--- src/rtl/fp16_pkg.sv ---
// Shared FP16 constants, the divider state encoding and the result-class flag struct.
package fp16_pkg;

    localparam int         BIAS         = 15;
    localparam int         QBITS        = 12;
    localparam logic [4:0] EXP_MAX      = 5'h1F;
    localparam logic [9:0] QNAN_PAYLOAD = 10'h200;

    typedef enum logic [2:0] {
        IDLE,
        PREP,
        DIV,
        PACK,
        DONE
    } state_t;

    typedef struct packed {
        logic snan;
        logic qnan;
        logic inf;
        logic zero;
        logic normal;
    } flags_t;

endpackage

--- src/rtl/fp16_classify.sv ---
// Combinational IEEE-754 binary16 operand classifier; exactly one output is high.
module fp16_classify (
    input  logic [15:0] x,
    output logic        snan,
    output logic        qnan,
    output logic        inf,
    output logic        zero,
    output logic        subnormal,
    output logic        normal
);
    import fp16_pkg::*;

    logic exp_max;
    logic exp_zero;
    logic frac_zero;

    always_comb begin
        exp_max   = (x[14:10] == EXP_MAX);
        exp_zero  = (x[14:10] == 5'h00);
        frac_zero = (x[9:0] == 10'h000);
        snan      = exp_max & ~frac_zero & ~x[9];
        qnan      = exp_max & ~frac_zero &  x[9];
        inf       = exp_max &  frac_zero;
        zero      = exp_zero &  frac_zero;
        subnormal = exp_zero & ~frac_zero;
        normal    = ~exp_max & ~exp_zero;
    end

endmodule

--- src/rtl/fp16_div_seq.sv ---
// Sequential FP16 divider (restoring, one quotient bit per clock) with start/busy/done handshake.
// Define FP16_DIV_ROUND_EN for round-to-nearest-even; otherwise the quotient is truncated.
module fp16_div_seq
    import fp16_pkg::*;
(
    input  logic        clk,
    input  logic        rst,
    input  logic        start,
    input  logic [15:0] na,
    input  logic [15:0] nb,
    output logic [15:0] quotient,
    output logic        busy,
    output logic        done,
    output logic        snan,
    output logic        qnan,
    output logic        inf,
    output logic        zero,
    output logic        normal,
    output logic        div_by_zero
);

`ifdef FP16_DIV_ROUND_EN
    localparam logic ROUND_EN = 1'b1;
`else
    localparam logic ROUND_EN = 1'b0;
`endif
    localparam logic signed [6:0] BIAS7 = 7'(BIAS);

    state_t              state_q, state_d;
    logic [15:0]         a_q, a_d, b_q, b_d, quot_q, quot_d;
    logic [11:0]         rem_q, rem_d;
    logic [QBITS-1:0]    q_q, q_d;
    logic [3:0]          cnt_q, cnt_d;
    logic signed [6:0]   e_q, e_d;
    logic                busy_q, busy_d, done_q, done_d, dbz_q, dbz_d;
    flags_t              flags_q, flags_d;

    logic a_snan, a_qnan, a_inf, a_zero, a_sub, a_norm;
    logic b_snan, b_qnan, b_inf, b_zero, b_sub, b_norm;

    fp16_classify u_cls_a (
        .x(a_q), .snan(a_snan), .qnan(a_qnan), .inf(a_inf),
        .zero(a_zero), .subnormal(a_sub), .normal(a_norm)
    );
    fp16_classify u_cls_b (
        .x(b_q), .snan(b_snan), .qnan(b_qnan), .inf(b_inf),
        .zero(b_zero), .subnormal(b_sub), .normal(b_norm)
    );

    logic              sign, a_z, b_z, qbit, round_up, carry;
    logic [10:0]       ma, mb;
    logic [11:0]       rem_t;
    logic [9:0]        frac;
    logic signed [6:0] e_pre, e_r;

    always_comb begin
        state_d = state_q;
        a_d     = a_q;
        b_d     = b_q;
        quot_d  = quot_q;
        rem_d   = rem_q;
        q_d     = q_q;
        cnt_d   = cnt_q;
        e_d     = e_q;
        busy_d  = busy_q;
        done_d  = 1'b0;
        dbz_d   = dbz_q;
        flags_d = flags_q;

        sign  = a_q[15] ^ b_q[15];
        a_z   = a_zero | a_sub;
        b_z   = b_zero | b_sub;
        ma    = {1'b1, a_q[9:0]};
        mb    = {1'b1, b_q[9:0]};
        e_pre = $signed({2'b00, a_q[14:10]}) - $signed({2'b00, b_q[14:10]}) + BIAS7;

        qbit  = (rem_q >= {1'b0, mb});
        rem_t = qbit ? rem_q - {1'b0, mb} : rem_q;

        // Carry out of the increment wraps frac to zero, which is exactly the required mantissa.
        round_up = ROUND_EN & q_q[0] & ((|rem_q) | q_q[1]);
        carry    = (&q_q[11:1]) & round_up;
        frac     = q_q[10:1] + {9'b0, round_up};
        e_r      = carry ? e_q + 7'sd1 : e_q;

        case (state_q)
            IDLE: begin
                if (start) begin
                    a_d     = na;
                    b_d     = nb;
                    busy_d  = 1'b1;
                    state_d = PREP;
                end
            end
            PREP: begin
                state_d = DONE;
                done_d  = 1'b1;
                dbz_d   = 1'b0;
                flags_d = '0;
                if (a_snan) begin
                    quot_d       = a_q;
                    flags_d.snan = 1'b1;
                end else if (b_snan) begin
                    quot_d       = b_q;
                    flags_d.snan = 1'b1;
                end else if (a_qnan) begin
                    quot_d       = a_q;
                    flags_d.qnan = 1'b1;
                end else if (b_qnan) begin
                    quot_d       = b_q;
                    flags_d.qnan = 1'b1;
                end else if (a_norm && b_norm) begin
                    // NaNs are excluded above and inf/zero operands are never both-normal,
                    // so taking this branch early does not reorder any special case.
                    state_d = DIV;
                    done_d  = 1'b0;
                    dbz_d   = dbz_q;
                    flags_d = flags_q;
                    q_d     = '0;
                    cnt_d   = 4'(QBITS - 1);
                    if (ma < mb) begin
                        rem_d = {ma, 1'b0};
                        e_d   = e_pre - 7'sd1;
                    end else begin
                        rem_d = {1'b0, ma};
                        e_d   = e_pre;
                    end
                end else if ((a_inf && b_inf) || (a_z && b_z)) begin
                    quot_d       = {sign, EXP_MAX, QNAN_PAYLOAD};
                    flags_d.qnan = 1'b1;
                end else if (a_inf) begin
                    quot_d      = {sign, EXP_MAX, 10'h000};
                    flags_d.inf = 1'b1;
                end else if (b_inf) begin
                    quot_d       = {sign, 15'h0000};
                    flags_d.zero = 1'b1;
                end else if (b_z) begin
                    quot_d      = {sign, EXP_MAX, 10'h000};
                    flags_d.inf = 1'b1;
                    dbz_d       = 1'b1;
                end else begin
                    quot_d       = {sign, 15'h0000};
                    flags_d.zero = 1'b1;
                end
            end
            DIV: begin
                q_d   = {q_q[QBITS-2:0], qbit};
                rem_d = {rem_t[10:0], 1'b0};
                if (cnt_q == 4'd0) begin
                    state_d = PACK;
                end else begin
                    cnt_d = cnt_q - 4'd1;
                end
            end
            PACK: begin
                state_d = DONE;
                done_d  = 1'b1;
                dbz_d   = 1'b0;
                flags_d = '0;
                if (e_r > 7'sd30) begin
                    quot_d      = {sign, EXP_MAX, 10'h000};
                    flags_d.inf = 1'b1;
                end else if (e_r < 7'sd1) begin
                    quot_d       = {sign, 15'h0000};
                    flags_d.zero = 1'b1;
                end else begin
                    quot_d         = {sign, e_r[4:0], frac};
                    flags_d.normal = 1'b1;
                end
            end
            DONE: begin
                state_d = IDLE;
                busy_d  = 1'b0;
            end
            default: state_d = IDLE;
        endcase
    end

    always_ff @(posedge clk or posedge rst) begin
        if (rst) begin
            state_q <= IDLE;
            a_q     <= '0;
            b_q     <= '0;
            quot_q  <= '0;
            rem_q   <= '0;
            q_q     <= '0;
            cnt_q   <= '0;
            e_q     <= '0;
            busy_q  <= 1'b0;
            done_q  <= 1'b0;
            dbz_q   <= 1'b0;
            flags_q <= '0;
        end else begin
            state_q <= state_d;
            a_q     <= a_d;
            b_q     <= b_d;
            quot_q  <= quot_d;
            rem_q   <= rem_d;
            q_q     <= q_d;
            cnt_q   <= cnt_d;
            e_q     <= e_d;
            busy_q  <= busy_d;
            done_q  <= done_d;
            dbz_q   <= dbz_d;
            flags_q <= flags_d;
        end
    end

    assign quotient    = quot_q;
    assign busy        = busy_q;
    assign done        = done_q;
    assign snan        = flags_q.snan;
    assign qnan        = flags_q.qnan;
    assign inf         = flags_q.inf;
    assign zero        = flags_q.zero;
    assign normal      = flags_q.normal;
    assign div_by_zero = dbz_q;

endmodule

--- config.mk ---
export PLATFORM = sky130hd
export DESIGN_NAME = fp16_div_seq
export DESIGN_NICKNAME = d
export VERILOG_FILES = /design/src/rtl/fp16_pkg.sv /design/src/rtl/fp16_classify.sv /design/src/rtl/fp16_div_seq.sv
export SDC_FILE = /design/constraint.sdc
export NUM_CORES = 1
export LEC_CHECK = 0
export ABC_AREA = 1
export BUFFER_PORTS_ARGS = -buffer_cell sky130_fd_sc_hd__clkbuf_2
export CAP_MARGIN = 25
export CORE_MARGIN = 4
export CORE_UTILIZATION = 40
export CTS_BUF_LIST = sky130_fd_sc_hd__clkbuf_2 sky130_fd_sc_hd__clkbuf_4 sky130_fd_sc_hd__clkbuf_8
export DETAILED_ROUTE_END_ITERATION = 10
export PLACE_DENSITY_LB_ADDON = 0.2
export SETUP_SLACK_MARGIN = 0.02
export SKIP_LAST_GASP = 1
export SLEW_MARGIN = 40
export SYNTH_ARGS = -nofsm -noshare
export SYNTH_HDL_FRONTEND = slang
export SYNTH_SLANG_ARGS = --single-unit
--- constraint.sdc ---
create_clock -name clk -period 5.3 [get_ports clk]
set_input_delay 1.06 -clock clk [delete_from_list [all_inputs] [get_ports clk]]
set_output_delay 1.06 -clock clk [all_outputs]
set_load 0.005 [all_outputs]
After elaboration in Yosys (flattened, before gate mapping)

Cells that the tools add are included.

Register bits: 93
Latch bits: 0
RAM bits: 0
Bits in read-only memories: 0
Input bits: 35
Word-level logic and storage cells: 172
Memories kept: 0

$add $sub $neg: 5
Multipliers: 0
Div/mod/pow operators: 0
Magnitude comparators: 4
Equal/unequal tests: 15
Shift-type cells: 0
Multiplexer cells: 83
Bitwise gates (word level): 29
Reduce and logical (&&, ||, !) cells: 20

Operators by type and width:

| cell                                             | number |
|---|---|
| 15-bit 2-to-1 mux                                | 6 |
| 16-bit 2-to-1 mux                                | 5 |
| 12-bit 2-to-1 mux                                | 6 |
| 11-bit 2-to-1 mux                                | 6 |
| 4-bit 2-to-1 mux                                 | 8 |
| 16-bit case mux with 2 select lines              | 1 |
| 1-bit 2-to-1 mux                                 | 30 |
| 3-bit 2-to-1 mux                                 | 10 |
| 12-bit case mux with 2 select lines              | 1 |
| 11-bit case mux with 2 select lines              | 1 |
| 10-bit zero test                                 | 2 |
| 2-bit != test (second input constant)            | 8 |
| 1-bit AND                                        | 14 |
| 12-bit by 11-bit >= comparator with 1-bit output | 1 |
| 1-bit NOT                                        | 12 |
| 3-bit case mux with 4 select lines               | 1 |
| 6-bit AND reduction                              | 2 |
| 11-bit less-than comparator                      | 1 |
| 11-bit subtractor                                | 1 |
| 5-bit equality test (second input constant)      | 2 |
| 5-bit zero test                                  | 2 |
| 5-bit case mux with 2 select lines               | 1 |
| 4-bit case mux with 2 select lines               | 1 |
| 2-bit AND reduction                              | 4 |
| 21 further kinds                                 | 30 |

Longest topological paths before layout

Word-level depth: 14
Gate-level depth with buffers: 15
Mapped depth without buffers: 15

Modules after synthesis

From an unflattened synthesis, not the netlist that was laid out.

Cells, all modules: 770
Area total of the unflattened synthesis: 5,885.6 um2

Modules (own cells, without submodules):

| module        | times used | cells an instance | area each (um2) |
|---|---|---|---|
| fp16_div_seq  | 1          | 724               | 5,647.9 |
| fp16_classify | 2          | 23                | 118.9 |

Worst setup path before layout

No wires, ideal clock.

Path type: register to register
Start: reg a_q[10]
End: reg e_q[5]
Arrival: 2.048 ns
Slack: 3.134 ns
Cell stages (with the launch flop): 15
Period minus slack after synthesis: 2.166 ns
Path through: dfrtp_1 -> inv_1 -> ha_1 -> fa_1 -> ha_1 -> inv_1 -> a21oi_2 -> nor2_2 -> nand2_1 -> nor2_1 -> inv_1 -> nor2_1 -> nand3_1 -> nand3_1 -> nand2_1

Word-level cells in the longest chain between the ends: 5

RTL lines:

| item                                                                                           | RTL line            | text |
|---|---|---|
| start: declaration                                                                             | fp16_div_seq.sv:30  | `logic [15:0] a_q, a_d, b_q, b_d, quot_q, quot_d;` |
| start signal: assignment                                                                       | fp16_div_seq.sv:182 | `a_q <= '0;` |
| start signal: assignment                                                                       | fp16_div_seq.sv:195 | `a_q <= a_d;` |
| parallel branches: the longest is 5 deep, another holds 6-bit by 5-bit adder with 7-bit output | --                  |  |
| end signal: assignment                                                                         | fp16_div_seq.sv:188 | `e_q <= '0;` |
| end signal: assignment                                                                         | fp16_div_seq.sv:201 | `e_q <= e_d;` |
| end: declaration                                                                               | fp16_div_seq.sv:34  | `logic signed [6:0] e_q, e_d;` |

Parallel ways; which one is timed is not known.
A chain may end at the register's enable or synchronous reset.

Worst setup path in the final report

Start: reg b_q[9]
End: reg rem_q[10]

Word-level cells in the longest chain between the ends: 8

RTL lines:

| item                                | RTL line            | text |
|---|---|---|
| start: declaration                  | fp16_div_seq.sv:30  |  |
| start signal: assignment            | fp16_div_seq.sv:183 | `b_q <= '0;` |
| start signal: assignment            | fp16_div_seq.sv:196 | `b_q <= b_d;` |
| 11-bit less-than comparator         | fp16_div_seq.sv:121 | `if (ma < mb) begin` |
| 12-bit 2-to-1 mux                   | fp16_div_seq.sv:121 |  |
| 12-bit 2-to-1 mux                   | fp16_div_seq.sv:112 | `end else if (a_norm && b_norm) begin` |
| 12-bit 2-to-1 mux                   | fp16_div_seq.sv:109 | `end else if (b_qnan) begin` |
| 12-bit 2-to-1 mux                   | fp16_div_seq.sv:106 | `end else if (a_qnan) begin` |
| 12-bit 2-to-1 mux                   | fp16_div_seq.sv:103 | `end else if (b_snan) begin` |
| 12-bit 2-to-1 mux                   | fp16_div_seq.sv:100 | `if (a_snan) begin` |
| 12-bit case mux with 2 select lines | fp16_div_seq.sv:86  | `case (state_q)` |
| end signal: assignment              | fp16_div_seq.sv:198 | `rem_q <= rem_d;` |
| end: declaration                    | fp16_div_seq.sv:31  | `logic [11:0] rem_q, rem_d;` |

Several ways; a longest one is shown, not always the timed one. The select of a mux whose other input is x is not followed.

==> impl_results.md <==
- Initial antenna violation count: 0
- Root buffer cell: clkbuf_8
- XOR/XNOR share of the synthesized area: 1.51%
- Slowest cell on crit path: a21oi_1
- Period utilisation layout: 52.6%
- Layout cells sized above 1: 13.3%
- Largest net degree at the start of global routing: 53
- Syn-to-layout area delta: 10.5%
- Warnings, synthesis: 0
- Worst skew pair latency: 0.37 ns
- Synth cell count leaders: nand2_1 (213), dfrtp_1 (93), inv_1 (92)
- Fill cell count: 1,435
- Die X-Extent: 128 µm
- Hpwl dp: 11.3 mm
- Top sig layer: met4
- Synth Area in Simple Gates: 31.2%
- First-pass GRT wire length: 24.3 mm
- Largest family of logic cells by synthesized area: simple AND/OR/NAND/NOR gates
- Tot GR Track Use: 18.5%
- Chip Height: 128 µm
- Data required, critical path: 5.56 ns
- Design Power: 4.76 mW
- Crit Path Max Fanout: 11
- Pwr dens: 742 nW/µm²
- Core outline area: 14,000 µm²
- Sw Share: 52.4%
- Setup TNS: 0 ns
- Max Freq: 359 MHz
- Crit path max-delay family: simple AND/OR/NAND/NOR gates
- Synth Area in Compound Gates: 11.0%
- WL met1: 7.64 mm
- CTS Buffer Depth: 2
- Cell Count, Final, Fillers Out: 1,031
- Total Wirelength: 14.8 mm
- Post-synth EDFFs: 0
- Clock share of power: 9.4%
- Remaining global-route overflow: 0
- Final setup vio count: 0
- CTS Hold Buffers Added: 0
- DR DRC count: 0
- H-tree Lvls: 3
- Unrepaired setup endpoints after global routing: no
- CP most frequent cell: nand3_1
- Sequential share of power: 26.8%
- First-pass DRT Iterations: 5
- Gpl congestion: 0.848
- WP buf/inv: 1
- Register area share after synthesis: 40.1%
- Critical path startpoint category: register
- Rel. slew slack: 50.4%
- Top FF cell, synth: dfrtp_1
- Layout Nets: 911
- Max_cap viols: 0
- Leak: 3.41 nW
- Cell with the most instances after synthesis: nand2_1
- Net switching power figure: 2.50 mW
- Maximum VDD drop: 0.216 mV
- Vias per cell: 4.96
- Element type at the critical path end: register
- Final ANT Viol Nets: 0
- Tightest Hold Check Type: register to register
- Routed wl met3: 658 µm
- ANT cells: 0
- Post-route core utilization: 45.6%
- Ys async rst share: 100%
- Mux cell area share after synthesis: 0.582%
- Mapped Cells: 797
- Io pins: 59
- Pint: 2.26 mW
- Drt initial violations: 315
- Sink Count: 93
- Number of global-route vias before repair: 4,808
- Final Hold Viols: 0
- Worst clock skew: 0.0123 ns
- Post-CTS Setup Inserts: 0
- CTS tree: built
- Post-Place Cells: 1,015
- Yosys reg bits: 93
- Reg clk slew, reported paths: 0.09 ns
- Slowest Stage Delay on Critical Path: 0.58 ns
- Routed wl met2: 6.34 mm
- Status: complete, no violations
- Initial Util: 41.3%
- Largest cells by area after synthesis: dfrtp_1 (40%), nand2_1 (14%), nand3_1 (7.0%)
- Critical path class: register to register
- Area share of the largest cell type after synthesis: 40.1%
- Mapped cell area: 5800 µm²
- Row cnt: 43
- Via count: 5,111
- Logic pwr share: 63.8%
- Fin crit period: 2.79 ns
- Yosys cell types: 42
- Synthesized area per cell: 7.28 µm²
- Final Max Slew Viols: 0
- CTS Buf Count: 9
- CP cell instances: inv_2, ha_1, a21oi_1, o21bai_1, a21oi_1, nand3_1, nand3_1, nand3_1, nand2_1, nand2_1
- Area leader, netlist: dfrtp_1
- Drt wl/cell: 14.3 µm
- IO Port Bufs: 58
- Adder-Cell Fraction of Synth Area: 6.73%
- Worst Path Arrival: 3.05 ns
- Die area: 16,500 µm²
- Worst Tran Pin Value: 0.743 ns
- Post-cts resize count: 0
- Syn Nets: 862
-- placed cells by master, fill, tap and decap left out, types with 3 or more instances in the layout --
| cell | instances |
|---|---|
| nand2_1 | 213 |
| dfrtp_1 | 93 |
| inv_1 | 91 |
| nor2_1 | 83 |
| nand3_1 | 79 |
| clkbuf_2 | 58 |
| a21oi_1 | 54 |
| o21ai_0 | 30 |
| ha_1 | 28 |
| nand4_1 | 15 |
| clkbuf_8 | 10 |
| o22ai_1 | 9 |
| nor2_2 | 8 |
| o21ai_1 | 8 |
| inv_2 | 7 |
| xor2_1 | 7 |
| o211ai_1 | 6 |
| nand3_2 | 5 |
| nor3_1 | 5 |
| nand2_2 | 4 |
| mux2_2 | 3 |
| xnor2_1 | 3 |
| clkinvlp_4 | 3 |
| buf_4 | 3 |
-- registers in the layout, indices dropped and copies added (netlist names) --
| register | cells |
|---|---|
| state_q | 3 |
| e_q | 7 |
| done | 1 |
| busy | 1 |
| normal | 1 |
| qnan | 1 |
| a_q | 16 |
| inf | 1 |
| b_q | 16 |
| div_by_zero | 1 |
| q_q | 11 |
| rem_q | 12 |
| cnt_q | 4 |
| zero | 1 |
| snan | 1 |
| quotient | 16 |
-- per-layer routing --
metal | vias to the layer above | global-route usage [%]
met4 | 0 | 5.99
li1 | 2679 | -
met2 | 89 | 26.9
met3 | 10 | 3.32
met5 | - | 0
met1 | 2333 | 27.9
-- path summary, 6_finish.rpt --
check / startpoint / end / slack (ns) / cells past startpoint
worst max-delay path: b_q[9] / rem_q[10] / 2.51 / 10
min in group asynchronous: rst / quotient[8] / 0.76 / 2
worst min register to register: quotient[9] / quotient[9] / 0.49 / 2
max in group asynchronous: rst / a_q[11] / 3.55 / 3
worst max register to register: b_q[9] / rem_q[10] / 2.51 / 10
worst min-delay path: quotient[9] / quotient[9] / 0.49 / 2
-- logic make-up after synthesis --
family | Yosys count
flip-flops | 93
XOR/XNOR | 10
buffers and inverters | 125
AO/OA/AOI/OAI | 117
AND/OR/NAND/NOR | 419
adder cells (fa/ha/maj) | 30
multiplexers | 3
-- area by class of cell --
| cell class | count | area (µm²) | share of cell area (%) |
|---|---|---|---|
| inverter | 102 | 388 | 6.05 |
| clock buffer | 11 | 145 | 2.26 |
| sequential | 93 | 2330 | 36.3 |
| tap | 180 | 225 | 3.51 |
| multi-input combinational | 579 | 2980 | 46.4 |
| clock inverter | 5 | 36.3 | 0.566 |
| timing repair buffer | 61 | 313 | 4.88 |
-- power groups by stage --
stage / combinational [mW] / sequential, mW / clock, mW
after floorplan: 2.38 / 1.22 / 0
after global placement: 3.03 / 1.29 / 0
after detailed placement: 3.03 / 1.29 / 0
after CTS: 3.05 / 1.27 / 0.467
after global routing: 3.50 / 1.31 / 0.495
final: 3.04 / 1.27 / 0.447
-- worst min-delay path: stages, from the launching register on --
cell	delay, ns
dfrtp_1	0.35
nand2_1	0.06
nand2_1	0.06
-- stage by stage --
step	instance area (µm²)	hold WS (ns)	worst slack, ns
after floorplan	5800	0.449	1.82
after global placement	6220	0.465	2.62
after detailed placement	6220	0.470	2.54
after CTS	6400	0.494	2.52
after global routing	6410	0.516	2.22
final	6410	0.490	2.51
Note: power is estimated with default switching activity, not from simulation.
